File: config.mk
export PLATFORM = sky130hd
export DESIGN_NAME = ats21_event_queue
export DESIGN_NICKNAME = d
export VERILOG_FILES = /design/src/rtl/ats21_pkg.sv /design/src/rtl/ats21_sync_fifo.sv /design/src/rtl/ats21_event_queue.sv
export SDC_FILE = /design/constraint.sdc
export NUM_CORES = 1
export LEC_CHECK = 0
export ABC_CLOCK_PERIOD_IN_PS = 5640
export BUFFER_PORTS_ARGS = -buffer_cell sky130_fd_sc_hd__clkbuf_2
export CORE_ASPECT_RATIO = 1.4
export CORE_MARGIN = 2
export CORE_UTILIZATION = 53
export CTS_CLUSTER_DIAMETER = 120
export DETAILED_ROUTE_END_ITERATION = 16
export PLACE_DENSITY = 0.75
export SYNTH_ARGS = -nofsm -noshare
export SYNTH_HDL_FRONTEND = slang
export SYNTH_HIERARCHICAL = 1
export SYNTH_SLANG_ARGS = --single-unit
export TNS_END_PERCENT = 20
File: constraint.sdc
create_clock -name clk -period 5.64 [get_ports clk]
set_input_delay 0.564 -clock clk [delete_from_list [all_inputs] [get_ports clk]]
set_output_delay 0.564 -clock clk [all_outputs]
set_load 0.03 [all_outputs]
File: src/rtl/ats21_pkg.sv
`default_nettype none
// ============================================================================
// Module      : ats21_pkg
// Description : Shared constants, event record type and lowest-set-bit
//               priority encoder for the ATS21 event queue.
// Revision    : 1.0 - initial release
// ============================================================================
package ats21_pkg;

  localparam int NUM_ALARMS = 24;
  localparam int ALARM_ID_W = $clog2(NUM_ALARMS);
  localparam int TS_WIDTH   = 16;

  // One queued event: which alarm fired and when it was enqueued.
  typedef struct packed {
    logic [ALARM_ID_W-1:0] id;
    logic [TS_WIDTH-1:0]   ts;
  } ats21_event_t;

  // Index of the lowest set bit; 0 when no bit is set.
  function automatic logic [ALARM_ID_W-1:0] lowest_set_idx(input logic [NUM_ALARMS-1:0] v);
    lowest_set_idx = '0;
    for (int i = NUM_ALARMS - 1; i >= 0; i--) begin
      if (v[i]) lowest_set_idx = i[ALARM_ID_W-1:0];
    end
  endfunction

endpackage
`default_nettype wire

File: src/rtl/ats21_sync_fifo.sv
`default_nettype none
// ============================================================================
// Module      : ats21_sync_fifo
// Description : Single-clock show-ahead FIFO. Head word is presented on rdata
//               whenever the FIFO is non-empty and reads as zero when empty.
//               Push while full is accepted only together with a pop.
// Revision    : 1.0 - initial release
// ============================================================================
module ats21_sync_fifo #(
  parameter int WIDTH = 21,
  parameter int DEPTH = 8
) (
  input  logic                   clk,
  input  logic                   reset,
  input  logic                   push,
  input  logic                   pop,
  input  logic [WIDTH-1:0]       wdata,
  output logic [WIDTH-1:0]       rdata,
  output logic                   full,
  output logic                   empty,
  output logic [$clog2(DEPTH):0] fill
);

  localparam int PTR_W = $clog2(DEPTH);
  localparam logic [PTR_W:0]   C_DEPTH    = (PTR_W + 1)'(DEPTH);
  localparam logic [PTR_W:0]   C_FILL_ONE = (PTR_W + 1)'(1);
  localparam logic [PTR_W-1:0] C_PTR_ONE  = PTR_W'(1);

  logic [WIDTH-1:0] r_mem [DEPTH];
  logic [PTR_W-1:0] r_wptr;
  logic [PTR_W-1:0] r_rptr;
  logic [PTR_W:0]   r_fill;
  logic             w_pop_ok;
  logic             w_push_ok;

  assign empty     = (r_fill == '0);
  assign full      = (r_fill == C_DEPTH);
  assign w_pop_ok  = pop & ~empty;
  assign w_push_ok = push & (~full | w_pop_ok);
  assign fill      = r_fill;
  assign rdata     = empty ? '0 : r_mem[r_rptr];

  // Storage array; contents are invisible while empty so it carries no reset.
  always_ff @(posedge clk) begin
    if (w_push_ok) r_mem[r_wptr] <= wdata;
  end

  // Pointer and occupancy bookkeeping; push+pop together leaves fill as is.
  always_ff @(posedge clk or negedge reset) begin
    if (!reset) begin
      r_wptr <= '0;
      r_rptr <= '0;
      r_fill <= '0;
    end else begin
      if (w_push_ok) r_wptr <= r_wptr + C_PTR_ONE;
      if (w_pop_ok)  r_rptr <= r_rptr + C_PTR_ONE;
      if (w_push_ok && !w_pop_ok)      r_fill <= r_fill + C_FILL_ONE;
      else if (w_pop_ok && !w_push_ok) r_fill <= r_fill - C_FILL_ONE;
    end
  end

endmodule
`default_nettype wire

File: src/rtl/ats21_event_queue.sv
`default_nettype none
// ============================================================================
// Module      : ats21_event_queue
// Description : Turns rising edges on the ATS21 alarm-finished lines into
//               queued {alarm id, timestamp} events with an interrupt and a
//               sticky overflow flag for coalesced (lost) edges.
// Revision    : 1.0 - initial release
// ============================================================================
module ats21_event_queue
  import ats21_pkg::*;
#(
  parameter int NUM_ALARMS = 24,
  parameter int FIFO_DEPTH = 8,
  parameter int TS_WIDTH   = 16
) (
  input  logic                          clk,
  input  logic                          reset,
  input  logic [NUM_ALARMS-1:0]         alarm_in,
  input  logic [NUM_ALARMS-1:0]         mask,
  input  logic                          pop,
  input  logic                          clr_overflow,
  output logic                          evt_valid,
  output logic [$clog2(NUM_ALARMS)-1:0] evt_id,
  output logic [TS_WIDTH-1:0]           evt_ts,
  output logic [NUM_ALARMS-1:0]         pending,
  output logic [$clog2(FIFO_DEPTH):0]   fill,
  output logic                          overflow,
  output logic                          irq
);

  localparam int ID_W  = $clog2(NUM_ALARMS);
  localparam int EVT_W = ID_W + TS_WIDTH;
  localparam logic [NUM_ALARMS-1:0] C_ONE_HOT = NUM_ALARMS'(1);
  localparam logic [TS_WIDTH-1:0]   C_TS_ONE  = TS_WIDTH'(1);

  logic [NUM_ALARMS-1:0] r_alarm_q;
  logic [NUM_ALARMS-1:0] r_pending;
  logic [TS_WIDTH-1:0]   r_ts_cnt;
  logic                  r_overflow;

  logic [NUM_ALARMS-1:0] w_rise;
  logic [NUM_ALARMS-1:0] w_grant;
  logic [ID_W-1:0]       w_grant_idx;
  logic                  w_full;
  logic                  w_empty;
  logic                  w_pop_eff;
  logic                  w_push;
  logic                  w_coalesce;
  logic [EVT_W-1:0]      w_wdata;
  logic [EVT_W-1:0]      w_rdata;

  assign w_rise     = alarm_in & ~r_alarm_q & mask;
  assign w_pop_eff  = pop & ~w_empty;
  // A slot is free if the FIFO is not full or the head leaves this same edge.
  assign w_push     = (|r_pending) & (~w_full | w_pop_eff);
  assign w_grant    = w_push ? (C_ONE_HOT << w_grant_idx) : '0;
  // A new edge on a line that is still waiting merges into it: one edge lost.
  assign w_coalesce = |(w_rise & r_pending);
  // Timestamp is the counter value before this edge, i.e. the enqueue time.
  assign w_wdata    = {w_grant_idx, r_ts_cnt};

  // Arbitration looks only at the registered pending vector, never at rise.
  generate
    if (NUM_ALARMS == ats21_pkg::NUM_ALARMS) begin : g_pkg_enc
      assign w_grant_idx = lowest_set_idx(r_pending);
    end else begin : g_loop_enc
      // Generic lowest-index encoder for non-default alarm counts.
      always_comb begin
        w_grant_idx = '0;
        for (int i = NUM_ALARMS - 1; i >= 0; i--) begin
          if (r_pending[i]) w_grant_idx = i[ID_W-1:0];
        end
      end
    end
  endgenerate

  ats21_sync_fifo #(
    .WIDTH (EVT_W),
    .DEPTH (FIFO_DEPTH)
  ) u_fifo (
    .clk   (clk),
    .reset (reset),
    .push  (w_push),
    .pop   (w_pop_eff),
    .wdata (w_wdata),
    .rdata (w_rdata),
    .full  (w_full),
    .empty (w_empty),
    .fill  (fill)
  );

  assign evt_valid        = ~w_empty;
  assign {evt_id, evt_ts} = w_rdata;
  assign pending          = r_pending;
  assign overflow         = r_overflow;
  assign irq              = ~w_empty | r_overflow;

  // Edge history, pending set/clear, free-running timestamp and sticky overflow.
  always_ff @(posedge clk or negedge reset) begin
    if (!reset) begin
      r_alarm_q  <= '0;
      r_pending  <= '0;
      r_ts_cnt   <= '0;
      r_overflow <= 1'b0;
    end else begin
      r_alarm_q <= alarm_in;
      r_pending <= (r_pending | w_rise) & ~w_grant;
      r_ts_cnt  <= r_ts_cnt + C_TS_ONE;
      if (w_coalesce)        r_overflow <= 1'b1;
      else if (clr_overflow) r_overflow <= 1'b0;
    end
  end

endmodule
`default_nettype wire

==> out/metrics.cfg <==
[timing]
worstMarginPinSlew_ps=1070
post-route-period-util_pct=63.2
max_freq_mhz=281
period_minus_slack_ps=3560
report.final.slew_viol_count=0
slew_headroom_pct=27.9
fin_tns_setup_ps=0
setup_viol=0
hold_viol=0
fin_worst_skew_ps=19.2
holdWs_ps=167
rsz0062_at_grt=false

[floorplanning]
rows=59
die-area_um2=19800
die_y_um=166
start_util_pct=53.5
core_area_um2=18500
pin_count=104
chipWidth_um=119

[routing]
drt-pass1-iter-count=5
ant_nets=0
avgRoutedWirePerCell_um=21.9
drt_wl_total_um=21400
vias=5834
drt_iter0_drc=445
drc_errors=0
viasPerCell=5.98

[critical_path]
cp.required_ps=6020
arrival_ps=3940
critPathMaxFanout=9
worst_setup_path_end_kind=flop
critPathLaunchType=flop
crit_type=flop to flop

[synthesis]
synth_seq_cells=243
ys_types=64
synthFlopType=edfxtp_1
yosysTopAreaCell=edfxtp_1
async_reset_ff_share_pct=30.9
synth_edf_count=168
synth_fp_nets=653
synthCells=594
syn_area_um2=9880
seq_area_frac_synth_pct=70.1
synth_top_area_share_pct=51.1
synth_top_cells_by_area=edfxtp_1 51%, dfrtp_1 19%, mux4_2 9.6%
yosys_warnings=6
synth.avg_cell_area_um2=16.6

[power_and_ir_drop]
ir_worst_vdd_uv=366
total_power_uw=6300
powerDensity_nw_per_um2=552
p_leak_uw=0.00429

[finish]
drive_above_1_share_pct=29.7
nNetsFinal=774
diodes=0
syn2layout_area_growth_pct=15.5
fin_util_pct=61.8
n_fill_cell=1413
final_cells=975

[clock_network]
clockBufferDepth=3
cts_made_buffers=23
path_clk_slew_ps=70
cts_setup_buffers=0
clock_latency_ps=510
clock-root-buffer=clkbuf_16
cts_resized=0
cts_tree=yes
cts.sinks=243
cts_hold_buf=0
htreeDepth=1

[run]
cap_violations=0

[status]
status=complete, no violations

[place]
dp.cells=934
hpwl_um=13700
port_buffers=103
place_congestion=0.931

[min_path]
min_path_type=input port to flop

[global_route]
antenna_found_initial=0
grt_pass1_wl_um=33200
grt_usage_pct=22.1
grt_pass1_vias=6078
grt_max_degree=76
grt_overflow=0

## stage by stage
| stage | setup slack, ps | area [um^2] |
|---|---|---|
| finish | 2080 | 11400 |
| global route | 1820 | 11400 |
| CTS | 1970 | 11400 |
| detailed placement | 2100 | 10700 |
| global placement | 2240 | 10700 |
| floorplan | 1480 | 9880 |
## cell type report
cell class | instances | area, um^2 | share of cell area, %
clock inverters | 9 | 80.1 | 0.702
multi-input cells | 315 | 2810 | 24.6
well taps | 244 | 305 | 2.68
clock buffers | 32 | 619 | 5.43
repair buffers | 115 | 608 | 5.33
inverters | 17 | 63.8 | 0.559
flip-flops and latches | 243 | 6920 | 60.7
## critical path, cell delays in order (launching register included)
cell      delay, ps
dfrtp_1         480
or4_1           730
nor4_4          310
a21oi_1         200
o21ai_4         160
inv_1            80
ha_1            260
inv_1           160
ha_1            310
or4_1           510
o211ai_1        130
o211ai_1        110
## cell usage in the layout, fill, tap and decap left out, drive strengths merged, types with 4 or more instances in the layout
cell type  instances
clkinv             4
a21oi             11
o211ai             4
nor3              11
buf               13
mux4              42
clkbuf           134
nor2              50
nand3              8
a22oi              5
xnor2             17
nand4              5
nor4              10
a22o              23
ha                 6
or4                7
nor2b              6
o21ai              7
dfrtp             75
a211oi             4
nand2b             7
a31oi             18
inv               19
nand2             29
edfxtp           168
## flip-flops by register name, indices dropped and copies added (netlist names)
signal,count
r_alarm_q,24
overflow,1
u_fifo/r_mem,168
u_fifo/fill,4
u_fifo/r_wptr,3
pending,24
r_ts_cnt,16
u_fifo/r_rptr,3
## synth_stat cells, drive strengths merged, types with 6 or more instances
cell type / n
edfxtp: 168
dfrtp: 75
nor2: 50
mux4: 42
nand2: 29
a22o: 23
a31oi: 18
inv: 17
xnor2: 17
buf: 15
a21oi: 11
nor3: 11
nor4: 10
nand3: 8
nand2b: 7
o21ai: 7
or4: 7
ha: 6
nor2b: 6
## logic make-up after synthesis
family / Yosys count / synth area share (%)
buffers and inverters: 36 / 1.84
adders and majority gates: 7 / 0.963
DFF: 243 / 70.1
and+or+nand+nor: 151 / 8.18
xor gates and xnor gates: 20 / 1.77
AOI/OAI and AO/OA: 91 / 7.13
muxes: 46 / 10.0
## final timing paths
kind | startpoint | end | slack (ps) | cells past startpoint
min in group asynchronous | reset | r_alarm_q[20] | 220 | 1
worst min register to register | u_fifo/r_rptr[2] | u_fifo/r_rptr[2] | 510 | 1
worst max-delay path | pending[8] | u_fifo/fill[3] | 2080 | 11
worst min-delay path | alarm_in[1] | r_alarm_q[1] | 170 | 1
worst max register to register | pending[8] | u_fifo/fill[3] | 2080 | 11
max in group asynchronous | reset | u_fifo/r_rptr[0] | 4760 | 1
## power breakdown
part | internal, uW | switching (uW)
Sequential | 2380 | 244
Clock | 816 | 621
Combinational | 845 | 1390
## routing by layer
metal	GRT usage (%)	vias to the layer above	wire length, um
met5	0	-	0
met4	8.93	0	634
met3	3.61	47	1710
met2	38.5	292	11100
met1	28.0	2904	7930
li1	-	2591	-
Power figures use the tool's default switching activity.
